**config.mk**
```make
export PLATFORM = sky130hd
export DESIGN_NAME = mem_port_arbiter
export DESIGN_NICKNAME = d
export VERILOG_FILES = /design/src/rtl/mem_port_arbiter_pkg.sv /design/src/rtl/rr_grant2.sv /design/src/rtl/mem_port_arbiter.sv
export SDC_FILE = /design/constraint.sdc
export NUM_CORES = 1
export LEC_CHECK = 0
export ABC_AREA = 1
export CAP_MARGIN = 10
export CORE_ASPECT_RATIO = 1.1
export CORE_MARGIN = 5
export CORE_UTILIZATION = 35
export DETAILED_ROUTE_END_ITERATION = 12
export PLACE_DENSITY = 0.82
export SLEW_MARGIN = 20
export SYNTH_ARGS = -nofsm -noshare
export SYNTH_HDL_FRONTEND = slang
export SYNTH_SLANG_ARGS = --single-unit
```
**constraint.sdc**
```tcl
create_clock -name clk -period 3.6 [get_ports clk]
set_clock_uncertainty 0.05 [all_clocks]
set_input_delay 0.72 -clock clk [delete_from_list [all_inputs] [get_ports clk]]
set_output_delay 0.72 -clock clk [all_outputs]
set_load 0.01 [all_outputs]
```
**src/rtl/mem_port_arbiter_pkg.sv**
```systemverilog
// mem_port_arbiter_pkg: shared types and constants for the memory-side blocks.
// Provides the arbiter FSM state encoding, default port widths and the screen base address.
package mem_port_arbiter_pkg;
    typedef enum logic [1:0] {IDLE, ISSUE, WAIT, DONE} state_t;
    localparam int ADDR_W_DEF = 15;
    localparam int DATA_W_DEF = 32;
    localparam logic [13:0] SCREEN_BASE = 14'h3000;
endpackage

```
**src/rtl/rr_grant2.sv**
```systemverilog
// rr_grant2: two-way round-robin grant.
// Ports: req0/req1 requests, last = index granted most recently, grant one-hot result.
module rr_grant2
    import mem_port_arbiter_pkg::*;
(
    input  logic       req0,
    input  logic       req1,
    input  logic       last,
    output logic [1:0] grant
);
    // on a tie the requester that did not win last time gets the port
    assign grant[0] = req0 & (~req1 | last);
    assign grant[1] = req1 & (~req0 | ~last);
endmodule

```
**src/rtl/mem_port_arbiter.sv**
```systemverilog
// mem_port_arbiter: shares one synchronous memory port between two requesters.
// Ports: clk, rst_n (sync, active low); per requester mN_read/write/addr/wdata/sh/lh in,
// mN_rdata/mN_ok out; registered mem_addr/we/wdata/sh/lh out, mem_rdata in.
module mem_port_arbiter
    import mem_port_arbiter_pkg::*;
#(
    parameter int ADDR_W  = ADDR_W_DEF,
    parameter int DATA_W  = DATA_W_DEF,
    parameter int MEM_LAT = 1
)
(
    input  logic              clk,
    input  logic              rst_n,
    input  logic              m0_read,
    input  logic              m0_write,
    input  logic [ADDR_W-1:0] m0_addr,
    input  logic [DATA_W-1:0] m0_wdata,
    input  logic              m0_sh,
    input  logic              m0_lh,
    output logic [DATA_W-1:0] m0_rdata,
    output logic              m0_ok,
    input  logic              m1_read,
    input  logic              m1_write,
    input  logic [ADDR_W-1:0] m1_addr,
    input  logic [DATA_W-1:0] m1_wdata,
    input  logic              m1_sh,
    input  logic              m1_lh,
    output logic [DATA_W-1:0] m1_rdata,
    output logic              m1_ok,
    output logic [ADDR_W-1:0] mem_addr,
    output logic              mem_we,
    output logic [DATA_W-1:0] mem_wdata,
    output logic              mem_sh,
    output logic              mem_lh,
    input  logic [DATA_W-1:0] mem_rdata
);
    state_t state, state_nx;
    logic [1:0] grant;
    logic [2:0] cnt;
    logic last, gnt, start, wait_done;
    rr_grant2 u_rr (
        .req0  (m0_read | m0_write),
        .req1  (m1_read | m1_write),
        .last  (last),
        .grant (grant)
    );
    assign start     = (state == IDLE) && (|grant);
    assign wait_done = (state == WAIT) && (cnt == 3'(MEM_LAT - 1));
    always_ff @(posedge clk) begin
        if (!rst_n) state <= IDLE;
        else        state <= state_nx;
    end
    always_comb begin
        state_nx = state;
        case (state)
            IDLE:    state_nx = start ? ISSUE : IDLE;
            ISSUE:   state_nx = WAIT;
            WAIT:    state_nx = wait_done ? DONE : WAIT;
            default: state_nx = IDLE;
        endcase
    end
    // the mem_* registers double as the latched request: loaded once at the
    // IDLE sample and left alone until the next grant
    always_ff @(posedge clk) begin
        if (!rst_n) begin
            last      <= 1'b1;
            gnt       <= 1'b0;
            cnt       <= '0;
            mem_addr  <= '0;
            mem_wdata <= '0;
            mem_sh    <= 1'b0;
            mem_lh    <= 1'b0;
            mem_we    <= 1'b0;
            m0_ok     <= 1'b0;
            m1_ok     <= 1'b0;
            m0_rdata  <= '0;
            m1_rdata  <= '0;
        end else begin
            mem_we <= 1'b0;
            m0_ok  <= 1'b0;
            m1_ok  <= 1'b0;
            cnt    <= (state == WAIT) ? cnt + 3'd1 : 3'd0;
            if (start) begin
                gnt       <= grant[1];
                last      <= grant[1];
                mem_addr  <= grant[1] ? m1_addr  : m0_addr;
                mem_wdata <= grant[1] ? m1_wdata : m0_wdata;
                mem_sh    <= grant[1] ? m1_sh    : m0_sh;
                mem_lh    <= grant[1] ? m1_lh    : m0_lh;
                mem_we    <= grant[1] ? m1_write : m0_write;
            end
            if (wait_done && gnt) begin
                m1_rdata <= mem_rdata;
                m1_ok    <= 1'b1;
            end
            if (wait_done && !gnt) begin
                m0_rdata <= mem_rdata;
                m0_ok    <= 1'b1;
            end
        end
    end
endmodule
```
After elaboration in Yosys (flattened, before gate mapping)
Index checks and enable logic that the tools add are counted.
Storage, ports and cells
  word-level logic and storage cells: 45
  bits in registers: 123
  input port bits: 136
  output and inout port bits: 116
Operators by class
  reductions and logical operators: 10
  muxes and demuxes: 10
  eq/ne operators: 2
  add/sub/neg operators: 1
  bitwise operators: 9
Operators by type and width (number)
  two-way mux 32 bit: 1
  two-way mux 15 bit: 1
  two-way mux 1 bit: 7
  one-hot mux 2 bit (3 select lines): 1
  logical AND 1 bit: 4
  bitwise OR 1 bit: 4
  AND reduction 2 bit: 2
  adder 3 x 1 -> 3 bit (second input constant): 1
  logical NOT 3 bit: 1
  NOT 1 bit: 3
  bitwise AND 1 bit: 2
  equality test 2 x 1 -> 1 bit (second input constant): 1
  equality test 2 bit (second input constant): 1
  logical NOT 2 bit: 1
  OR reduction 2 bit: 1
  logical NOT 1 bit: 1

Logic depth before layout (Yosys ltp)
  depth after elaboration: 8
  depth in mapped cells: 9
  mapped depth without buffers: 8

By module
Synthesis repeated with hierarchy kept, for this count alone.
Second synthesis, totals
  cell total of the unflattened synthesis: 969
  area, all modules: 5919.4 um^2
Modules (own cells, without submodules)
  mem_port_arbiter: cells each 965, sequential area each 2462.4 um^2, times used 1, area each 5891.9 um^2
  rr_grant2: cells each 4, sequential area each 0.0 um^2, times used 1, area each 27.5 um^2

Worst setup path after synthesis
No wires, ideal clock.
  kind: input-to-reg
  start point: in m1_write
  end point: reg mem_addr[0]
  setup time: 0.109 ns
  buffers on the path: 1
  slack: 1.915 ns
  arrival time: 1.526 ns
  stages on the path: 7
  required time: 3.441 ns
  path through: nor2_1 > nand2_1 > nand2_2 > clkbuf_1 > a21oi_1 > nand2_1 > inv_1
Between the ends
  longest elaborated chain between the ends: 6
  elaborated cells on any way between the ends: 8
  classes of those cells: mux: 1; bitwise: 5; reduce/logical: 2
RTL lines
  start, declared: RTL line mem_port_arbiter.sv:23  | input logic m1_write,
  bitwise OR 1 bit (*): RTL line mem_port_arbiter.sv:43  | .req1 (m1_read | m1_write),
  NOT 1 bit: RTL line rr_grant2.sv:12  | assign grant[0] = req0 & (~req1 | last);
  bitwise OR 1 bit: RTL line rr_grant2.sv:12
  bitwise AND 1 bit: RTL line rr_grant2.sv:12
  OR reduction 2 bit: RTL line mem_port_arbiter.sv:47  | assign start = (state == IDLE) && (|grant);
  logical AND 1 bit: RTL line mem_port_arbiter.sv:47
  end signal, assigned: RTL line mem_port_arbiter.sv:86  | mem_addr <= grant[1] ? m1_addr : m0_addr;
  end, declared: RTL line mem_port_arbiter.sv:30  | output logic [ADDR_W-1:0] mem_addr,
Every way passes the cells marked *; elsewhere a longest branch is shown, timed or not.
A chain may end at the register's enable or synchronous reset.

Worst setup path after layout
  start point: in m0_write
  end point: reg mem_wdata[1]
Between the ends
  longest elaborated chain between the ends: 6
  elaborated cells on any way between the ends: 8
  classes of those cells: mux: 1; bitwise: 5; reduce/logical: 2
RTL lines
  start, declared: RTL line mem_port_arbiter.sv:15  | input logic m0_write,
  bitwise OR 1 bit (*): RTL line mem_port_arbiter.sv:42  | .req0 (m0_read | m0_write),
  NOT 1 bit: RTL line rr_grant2.sv:13  | assign grant[1] = req1 & (~req0 | ~last);
  bitwise OR 1 bit: RTL line rr_grant2.sv:13
  bitwise AND 1 bit: RTL line rr_grant2.sv:13
  OR reduction 2 bit: RTL line mem_port_arbiter.sv:47
  logical AND 1 bit: RTL line mem_port_arbiter.sv:47
  end signal, assigned: RTL line mem_port_arbiter.sv:87  | mem_wdata <= grant[1] ? m1_wdata : m0_wdata;
  end, declared: RTL line mem_port_arbiter.sv:32  | output logic [DATA_W-1:0] mem_wdata,
Marked as above.

==> flow_summary.yaml <==
logic_synthesis:
  yosysTopAreaCell: "dfxtp_1"
  synthCells: 755
  yosysWarnings: 0
  synth_cell_types: 19
  yosysTopAreaCellShare: 0.471
  seq_area_frac_synth: 0.471
  syn_area_sq_mm: 0.00523
  syn_nets: 896
  avgSynthCellArea_sq_um: 6.92
  synth_area_leaders: "dfxtp_1 (47%), nand2_1 (13%), nand3_1 (9.2%)"
  ys_seq_elements: 123
cts:
  clk_path_buf_depth: 2
  cts_num_sinks: 123
  cts_hold_buf: 0
  clk_latency_ns: 0.40
  clkTransAtPathRegs_ns: 0.06
  postCtsSetupBuffers: 0
  clockRootBuffer: "clkbuf_16"
  ctsResizeCount: 0
  cts_buffers: 17
  cts_tree: "done"
  cts-htree-levels: 4
power:
  vdd_drop_max_mv: 0.378
  finalPower_mw: 6.27
  power.density_mw_per_mm2: 739
  p_leak_nw: 3.73
worst_setup_path:
  r2r-start: "state[0]$_SDFF_PN0_"
  path_buf_inv: 4
  cpMaxStageDelayCell: "clkdlybuf4s50_1"
  critical_path.startpoint: "m0_write"
  cp-start-kind: "input port"
  path_common_cell: "nand2_1"
  critPathCaptureType: "flip-flop"
  arrival_ns: 2.38
  crit_family: "buffers and inverters"
  crit_type: "input port to flip-flop"
  required_ns: 3.85
  r2r_setup_slack_ns: 1.52
  max_stage_delay_ns: 0.54
  path_cells: "clkdlybuf4s50_1 > nor2_1 > nand2_1 > nand2_2 > inv_2 > buf_4 > nand3_1 > nand2_1 > inv_1"
  path_max_fanout: 30
floorplanning:
  die_y_um: 138
  rows: 46
  dieArea_sq_mm: 0.0175
  core_area_sq_mm: 0.0146
  start_util: 0.359
  die_w_um: 127
  ios: 252
sta:
  rsz0062_at_grt: "no"
  timing.final.crit_share: 0.593
  fin_tns_setup_ns: 0
  hold_viol_final: 0
  setup-violations-final: 0
  fin_crit_ns: 2.13
  finalWorstSetupSlack_ns: 1.47
  slew_headroom: 0.616
  fmax_mhz: 469
  drv_slew: 0
  hold-worst-slack_ns: 0.396
  tightest_slew_ns: 0.575
layout:
  postLayoutCellArea_sq_mm: 0.00849
  nets: 1130
  num_antenna_cells: 0
  area_growth_pct: 62.4
  drive_above_1_share: 0.0489
  final.fill_count: 1292
  multi_input_area_sq_mm: 0.00214
  fin_cells: 1194
  final_core_util: 0.583
  register_area_sq_mm: 0.00246
placed_design:
  routabilityCongestion: 0.860
  dp_hpwl_um: 12200
  placed_cells: 1162
  dpl_cell_area_sq_mm: 0.00785
  port_buffers: 251
  pre_cts_ws_ns: 1.07
routing:
  wl_um: 17200
  drc_errors: 0
  wl_per_cell_um: 14.4
  vias: 5572
  via_per_inst: 4.67
  ant_nets: 0
  initialDrtViolationCount: 232
  drtPass1Iterations: 4
worst_hold_path:
  hp-start: "cnt[0]$_SDFF_PN0_"
  hold_path.class: "flip-flop to flip-flop"
grt:
  grt_pass1_wl_um: 27400
  overflow: 0
  grt_pass1_vias: 5580
  antenna_found_initial: 0
  grt_start_max_net_pins: 52
  track_usage: 0.191
job:
  cap_violations: 0
run_status:
  status: "finished, final reports clean"
## sequential cells by signal (all words and copies together), names as in the netlist
name and cells:
m1_rdata 32, last 1, mem_lh 1, m1_ok 1
gnt 1, state 2, mem_addr 15, m0_rdata 32
cnt 3, mem_wdata 32, mem_sh 1, mem_we 1
m0_ok 1
## layer usage
layer  part of all wire  wire [um]  vias up  global-route usage
li1                   -          -     2819                   -
met1               0.39       6730     2500               0.203
met2               0.47       8080      222               0.321
met3               0.12       1990       31               0.100
met4              0.026        444        0              0.0706
met5                  0          0        -                   0
## power breakdown
group | internal [mW] | total (mW) | switching, mW | leakage (nW)
Sequential | 1.76 | 1.96 | 0.199 | 1.01
Combinational | 1.17 | 2.48 | 1.31 | 2.42
Clock | 1.22 | 1.83 | 0.610 | 0.304
Total | 4.15 | 6.27 | 2.12 | 3.73
## synthesized netlist by cell type (all sizes together)
cell type	number
dfxtp	123
inv	106
ha	5
nor3	1
o21ai	34
xnor2	1
nand4	1
a21oi	80
nand3	96
buf	20
clkbuf	29
nand2	177
nor2	79
a21boi	3
## layout by cell type, fill, tap and decap left out, drive strengths merged
cell | Yosys | layout
nor3 | 1 | 1
o21ai | 34 | 34
xnor2 | 1 | 1
clkbuf | 29 | 23
inv | 106 | 106
bufinv | 0 | 4
clkinv | 0 | 3
buf | 20 | 13
clkdlybuf4s50 | 0 | 251
nand4 | 1 | 1
nand3 | 96 | 96
nand2 | 177 | 177
nor2 | 79 | 79
a21boi | 3 | 3
dfxtp | 123 | 123
clkinvlp | 0 | 2
a21oi | 80 | 80
ha | 5 | 5
## path summary, 6_finish.rpt
check                         endpoint  cells after the start
max          mem_wdata[1]$_SDFFE_PN0P_                      9
min                  cnt[0]$_SDFF_PN0_                      1
max reg2reg  m1_rdata[13]$_SDFFE_PN0P_                      9
min reg2reg          cnt[0]$_SDFF_PN0_                      1
## cell type report
class / count / area share
Timing Repair Buffer: 264 / 0.308
Sequential cell: 123 / 0.290
Multi-Input combinational cell: 477 / 0.252
Clock buffer: 23 / 0.0563
Inverter: 106 / 0.0469
Tap cell: 192 / 0.0283
Clock inverter: 9 / 0.0190
## cells by family (layout without fill, tap and decap cells)
group                    after synthesis  in the layout  share of synthesized area
AO/OA/AOI/OAI                        117            117                      0.116
XOR/XNOR                               1              1                    0.00168
adder cells (fa/ha/maj)                5              5                     0.0120
buffers and inverters                155            402                      0.120
flip-flops                           123            123                      0.471
AND/OR/NAND/NOR                      354            354                      0.279
## worst register-to-register path, cell delays in order, from the launching register on
cell     delay, ns
dfxtp_1       0.31
inv_1         0.07
ha_1          0.17
nand2_1       0.08
nor2_1        0.12
nand2_1       0.06
buf_4         0.25
inv_2         0.48
nand2_1       0.16
a21oi_1       0.23
Power figures use the tool's default switching activity.
